--- src/rtl/pu_msp430_div.sv ---
// pu_msp430_div: iterative restoring divider, 16/16 word or 8/8 byte mode.
// One quotient bit is resolved per clock. Results are returned with a
// one-cycle done pulse and ALU-style status {V,N,Z,C}.
module pu_msp430_div #(
   parameter int DW = 16
) (
   input  logic          mclk,
   input  logic          puc_rst,
   input  logic          start,
   input  logic          op_signed,
   input  logic          inst_bw,
   input  logic [DW-1:0] dividend,
   input  logic [DW-1:0] divisor,
   output logic [DW-1:0] quotient,
   output logic [DW-1:0] remainder,
   output logic [3:0]    div_stat,
   output logic          busy,
   output logic          done
);

   typedef enum logic [2:0] {
      S_IDLE = 3'd0,
      S_PREP = 3'd1,
      S_RUN  = 3'd2,
      S_FIX  = 3'd3,
      S_DONE = 3'd4
   } state_t;

   // Two's-complement negate over the active width; the upper byte is
   // forced to zero in byte mode.
   function automatic logic [DW-1:0] neg_act(input logic [DW-1:0] x, input logic bw);
      logic [DW-1:0] n;
      n = (~x) + {{(DW-1){1'b0}}, 1'b1};
      return bw ? {{(DW-8){1'b0}}, n[7:0]} : n;
   endfunction

   state_t        state_r;
   logic [DW-1:0] dvd_r;
   logic [DW-1:0] dvs_r;
   logic          sgn_r;
   logic          bw_r;
   logic [DW-1:0] dvs_mag_r;
   logic [DW-1:0] rem_r;
   logic [DW-1:0] quo_r;
   logic [4:0]    cnt_r;

   logic [DW-1:0] dvd_act_s;
   logic [DW-1:0] dvs_act_s;
   logic          dvd_neg_s;
   logic          dvs_neg_s;
   logic [DW-1:0] dvd_mag_s;
   logic [DW-1:0] dvs_mag_s;
   logic [DW:0]   shift_s;
   logic          borrow_s;
   logic [DW-1:0] trial_s;
   logic [DW-1:0] rem_next_s;
   logic [DW-1:0] q_raw_s;
   logic [DW-1:0] q_fix_s;
   logic [DW-1:0] r_fix_s;
   logic          ovf_s;
   logic          q_msb_s;
   logic [3:0]    stat_fix_s;

   // Operand conditioning, one restoring step and the sign fix-up result.
   always_comb begin
      dvd_act_s  = bw_r ? {{(DW-8){1'b0}}, dvd_r[7:0]} : dvd_r;
      dvs_act_s  = bw_r ? {{(DW-8){1'b0}}, dvs_r[7:0]} : dvs_r;
      dvd_neg_s  = sgn_r & (bw_r ? dvd_r[7] : dvd_r[DW-1]);
      dvs_neg_s  = sgn_r & (bw_r ? dvs_r[7] : dvs_r[DW-1]);
      dvd_mag_s  = dvd_neg_s ? neg_act(dvd_act_s, bw_r) : dvd_act_s;
      dvs_mag_s  = dvs_neg_s ? neg_act(dvs_act_s, bw_r) : dvs_act_s;

      // The partial remainder always stays below the divisor, so the
      // shifted value needs one extra bit and the difference fits DW bits.
      shift_s    = {rem_r, quo_r[DW-1]};
      borrow_s   = (shift_s < {1'b0, dvs_mag_r});
      trial_s    = shift_s[DW-1:0] - dvs_mag_r;
      rem_next_s = borrow_s ? shift_s[DW-1:0] : trial_s;

      q_raw_s    = bw_r ? {{(DW-8){1'b0}}, quo_r[7:0]} : quo_r;
      q_fix_s    = (dvd_neg_s ^ dvs_neg_s) ? neg_act(q_raw_s, bw_r) : q_raw_s;
      r_fix_s    = dvd_neg_s ? neg_act(rem_r, bw_r) : rem_r;

      ovf_s      = sgn_r
                 & (dvd_act_s == (bw_r ? 16'h0080 : 16'h8000))
                 & (dvs_act_s == (bw_r ? 16'h00FF : 16'hFFFF));
      q_msb_s    = bw_r ? q_fix_s[7] : q_fix_s[DW-1];
      stat_fix_s = {ovf_s, q_msb_s, (q_fix_s == {DW{1'b0}}), (r_fix_s != {DW{1'b0}})};
   end

   // Control FSM with registered results, status, busy and done.
   always_ff @(posedge mclk) begin
      if (puc_rst) begin
         state_r   <= S_IDLE;
         dvd_r     <= {DW{1'b0}};
         dvs_r     <= {DW{1'b0}};
         sgn_r     <= 1'b0;
         bw_r      <= 1'b0;
         dvs_mag_r <= {DW{1'b0}};
         rem_r     <= {DW{1'b0}};
         quo_r     <= {DW{1'b0}};
         cnt_r     <= 5'd0;
         quotient  <= {DW{1'b0}};
         remainder <= {DW{1'b0}};
         div_stat  <= 4'b0000;
         busy      <= 1'b0;
         done      <= 1'b0;
      end else begin
         case (state_r)
            S_IDLE, S_DONE: begin
               done <= 1'b0;
               if (start) begin
                  dvd_r   <= dividend;
                  dvs_r   <= divisor;
                  sgn_r   <= op_signed;
                  bw_r    <= inst_bw;
                  busy    <= 1'b1;
                  state_r <= S_PREP;
               end else begin
                  busy    <= 1'b0;
                  state_r <= S_IDLE;
               end
            end
            S_PREP: begin
               if (dvs_mag_s == {DW{1'b0}}) begin
                  quotient  <= bw_r ? 16'h00FF : 16'hFFFF;
                  remainder <= dvd_act_s;
                  div_stat  <= 4'b1101;
                  busy      <= 1'b0;
                  done      <= 1'b1;
                  state_r   <= S_DONE;
               end else begin
                  rem_r     <= {DW{1'b0}};
                  // Byte operands sit in the top byte so that the quotient
                  // bits shifted in land in the low byte after 8 steps.
                  quo_r     <= bw_r ? {dvd_mag_s[7:0], {(DW-8){1'b0}}} : dvd_mag_s;
                  dvs_mag_r <= dvs_mag_s;
                  cnt_r     <= bw_r ? 5'd8 : 5'd16;
                  state_r   <= S_RUN;
               end
            end
            S_RUN: begin
               rem_r <= rem_next_s;
               quo_r <= {quo_r[DW-2:0], ~borrow_s};
               cnt_r <= cnt_r - 5'd1;
               if (cnt_r == 5'd1) begin
                  state_r <= S_FIX;
               end else begin
                  state_r <= S_RUN;
               end
            end
            S_FIX: begin
               quotient  <= q_fix_s;
               remainder <= r_fix_s;
               div_stat  <= stat_fix_s;
               busy      <= 1'b0;
               done      <= 1'b1;
               state_r   <= S_DONE;
            end
            default: begin
               busy    <= 1'b0;
               done    <= 1'b0;
               state_r <= S_IDLE;
            end
         endcase
      end
   end

endmodule

--- config.mk ---
export PLATFORM = sky130hd
export DESIGN_NAME = pu_msp430_div
export DESIGN_NICKNAME = d
export VERILOG_FILES = /design/src/rtl/pu_msp430_div.sv
export SDC_FILE = /design/constraint.sdc
export NUM_CORES = 1
export LEC_CHECK = 0
export ABC_AREA = 0
export ABC_CLOCK_PERIOD_IN_PS = 4150
export CORE_MARGIN = 2
export CORE_UTILIZATION = 40
export DETAILED_ROUTE_END_ITERATION = 8
export GPL_TIMING_DRIVEN = 0
export PLACE_DENSITY = 0.69
export SYNTH_ARGS = -nofsm -noshare
export SYNTH_HDL_FRONTEND = slang
export SYNTH_SLANG_ARGS = --single-unit
--- constraint.sdc ---
create_clock -name mclk -period 4.15 [get_ports mclk]
set_input_delay 0.415 -clock mclk [delete_from_list [all_inputs] [get_ports mclk]]
set_output_delay 0.415 -clock mclk [all_outputs]
set_load 0.1 [all_outputs]
==> metrics.md <==
| Metric | Value |
|---|---|
| CP arrival | 4140 ps |
| Area grow syn2layout | 21.1% |
| Chip height | 144 microns |
| Hold worst-path end | rem_r[15] |
| TritonRoute pass-1 iters | 6 |
| Setup WS pre-CTS | between 400 and 500 ps |
| Vias | 7758 |
| Synth warn | 0 |
| Fin crit period | 3790 ps |
| Share of layout cells above drive strength 1 | 0.0618 |
| R2R depth | 11 |
| First-pass GRT wire length | ~38 mm |
| Clk Tree Root Cell | clkbuf_16 |
| Top layer in use | met4 |
| Area contributors post-synth | dfxtp_1 (33%), nor2_1 (6.4%), nand2_1 (5.6%) |
| Syn Inst Count | 1013 |
| Initial Util | 0.406 |
| Setup Viol. Count Final | 0 |
| Max-cap viol count | 0 |
| Synth cell types | 73 |
| Fillcell total | around 1900 |
| Fin worst setup slack | 357 ps |
| FMAX | 264 MHz |
| Post-DP HPWL | about 18 mm |
| Clock Skew | 7.20 ps |
| DRT met1 WL | 10.6 mm |
| Endpoint class of the critical path | register |
| Rel. slew slack | 0.350 |
| Worst setup path class | reg -> reg |
| Detailed Route WL | 23.5 mm |
| EDFF count, synth | 0 |
| Async SR Flop Fraction | 0 |
| Top FF cell, synth | dfxtp_1 |
| Fin. max-slew vios | 0 |
| Post-CTS Repair Setup Buffers | 0 |
| Synthesized area per cell | 7.75 sq um |
| Hold path start | rem_r[15] |
| Worst hold stages | 1 |
| Clk buf depth | 2 |
| Cell taking the most area after synthesis | dfxtp_1 |
| Slowest cell delay on critical path | just over 700 ps |
| Dpl cell area | 8910 sq um |
| Hold_ws | approximately 480 ps |
| Final ANT Viol Nets | 0 |
| Routed wire length on met3 | roughly 1.9 mm |
| CP top delay family | simple AND/OR/NAND/NOR gates |
| Status | finished, final reports clean |
| Cell Area, Synth | 7850 sq um |
| Worst Path Required | 4500 ps |
| DRC | 0 |
| Hold Fails Final Rpt | 0 |
| FF-to-FF Start | dvs_r[0] |
| RSZ-0062 raised after global routing | false |
| Pleak | 3.43 nW |
| Clock latency on the worst-skew pair | 420 ps |
| Antenna violations before repair | 0 |
| Num CTS Buffers | 17 |
| Register area share after synthesis | 0.326 |
| Net count after synthesis | 1074 |
| CTS clk-pin slew, worst paths | 50 ps |
| Multi-input gate area | 4830 sq um |
| Via density | 5.61 |
| Worst vdd ir | 0.000357 V |
| WP buf/inv | 2 |
| Nets@finish | 1166 |
| N_diodes | 0 |
| Initial DRC Count | around 600 |
| Core Footprint | 19300 sq um |
| Hold buffer count at cts | 0 |
| Worst-path cell chain | inv_1 -> ha_1 -> nor3b_2 -> o2111ai_1 -> or3_1 -> a31o_1 -> nor4_4 -> o21ai_2 -> nor2_4 -> buf_4 -> o2bb2ai_1 |
| Die X-Extent | 144 microns |
| Final GP Congestion | ~0.99 |
| Reg2reg end | rem_r[14] |
| Total grt overflow | 0 |
| Synth top cells by count | nor2_1 (133), dfxtp_1 (128), nand2_1 (117), a21oi_1 (77), clkbuf_1 (53) |
| FF+latch area | approximately 2600 sq um |
| All-Layer GR Usage | 0.237 |
| I/O pins | 75 |
| Cts repair resizes | 0 |
| #FFs+latches synth | 128 |
| Die area | 20800 sq um |
| CTS tree | yes |
| Yosys top cell area share | 0.326 |
| Met2 WL post-DR | 10.4 mm |
| Worst slew pin tran | 972 ps |
| Rows | between 50 and 60 |
| Crit path max fanout | 10 |
| Reg-to-reg slack, setup | 360 ps |
| Slowest cell on the critical path | nor4_4 |
| Finished Cell Area | around 9500 sq um |
| IO Port Bufs | 73 |
| Pin count of the biggest net entering global routing | 17 |
| Per-cell routed wire length | 17.0 microns |
| Vias in the first global route | 7127 |
| H-Tree Depth | 4 |
| Sum Neg Setup Slack | 0 ps |
| Count leader, synth | nor2_1 |
| Fin crit share | 0.914 |
| Worst setup SP type | register |
| Total power per unit cell area | 465 nW/um^2 |
| Clk sinks | 128 |
| Worst hold path type | reg -> reg |
-- power by group --
part	internal [mW]	switching [mW]	total, mW
clock	0.971	0.555	1.53
combinational	0.568	0.901	1.47
sequential	1.32	0.102	1.42
-- layout make-up --
class,count,area share
clock buffers,21,0.0484
flip-flops and latches,128,0.269
clock inverters,10,0.0142
repair buffers,73,0.0768
well taps,265,0.0349
inverters,39,0.0154
plain buffers,73,0.0329
multi-input cells,773,0.508
-- worst max path at each step --
| stage | start | to | depth (start not counted) |
|---|---|---|---|
| floorplan | dvs_r[1] | remainder[0] | 11 |
| global placement | dvs_r[0] | rem_r[9] | 11 |
| detailed placement | dvs_r[0] | rem_r[14] | 11 |
| CTS | dvs_r[0] | rem_r[14] | 11 |
| global route | dvs_r[0] | quo_r[15] | 11 |
| finish | dvs_r[0] | rem_r[14] | 11 |
-- through the flow --
step	utilization	power, mW	instances
after floorplan	-	2.54	1013
after global placement	0.461	2.88	1351
after detailed placement	0.461	2.90	1351
after CTS	0.492	4.42	1382
after global routing	0.492	4.65	1382
final	0.492	4.42	1382
-- registers in the layout, indices dropped and copies added (netlist names) --
signal / count
quo_r: 16
state_r: 3
rem_r: 16
done: 1
sgn_r: 1
div_stat: 4
cnt_r: 5
busy: 1
dvd_r: 16
dvs_mag_r: 16
remainder: 16
dvs_r: 16
quotient: 16
bw_r: 1
-- worst register-to-register path: cells and delay by family (launching register included) --
kind                       cells  cell delay (ps)
adders and majority gates      1              200
and+or+nand+nor                4             1820
DFF                            1              390
buffers and inverters          2              320
AOI/OAI and AO/OA              4              990
-- logic make-up after synthesis --
logic type	Yosys count	synth area share
muxes	41	0.0537
DFF	128	0.326
buffers and inverters	112	0.0585
adders and majority gates	24	0.0392
AOI/OAI and AO/OA	274	0.232
and+or+nand+nor	379	0.229
xor gates and xnor gates	55	0.0614
-- per-layer routing --
layer,global-route usage,up-vias
li1,-,3800
met1,0.318,3561
met2,0.372,357
met3,0.0493,40
met4,0.0903,0
met5,0,-
-- placed cells by master, fill, tap and decap left out, types with 5 or more instances in the layout --
cell             count
nor2_1             133
dfxtp_1            128
nand2_1            117
a21oi_1             77
clkdlybuf4s50_1     73
clkbuf_1            55
o21ai_0             43
a211oi_1            42
inv_1               39
mux2i_1             32
xnor2_1             28
xor2_1              27
nor3_1              23
ha_1                23
o211ai_1            18
clkbuf_16           17
o2bb2ai_1           15
nor2b_1             14
nand3_1             14
a31oi_1             12
o31ai_1             12
nand4_1             11
buf_2                9
mux2_2               9
nor4_1               9
or4_1                9
or3_1                7
nand2b_1             6
and2_1               6
a22oi_1              6
o21a_1               6
a2bb2oi_1            6
buf_1                5
and3_1               5
nand3b_1             5
Note: power is estimated with default switching activity, not from simulation.
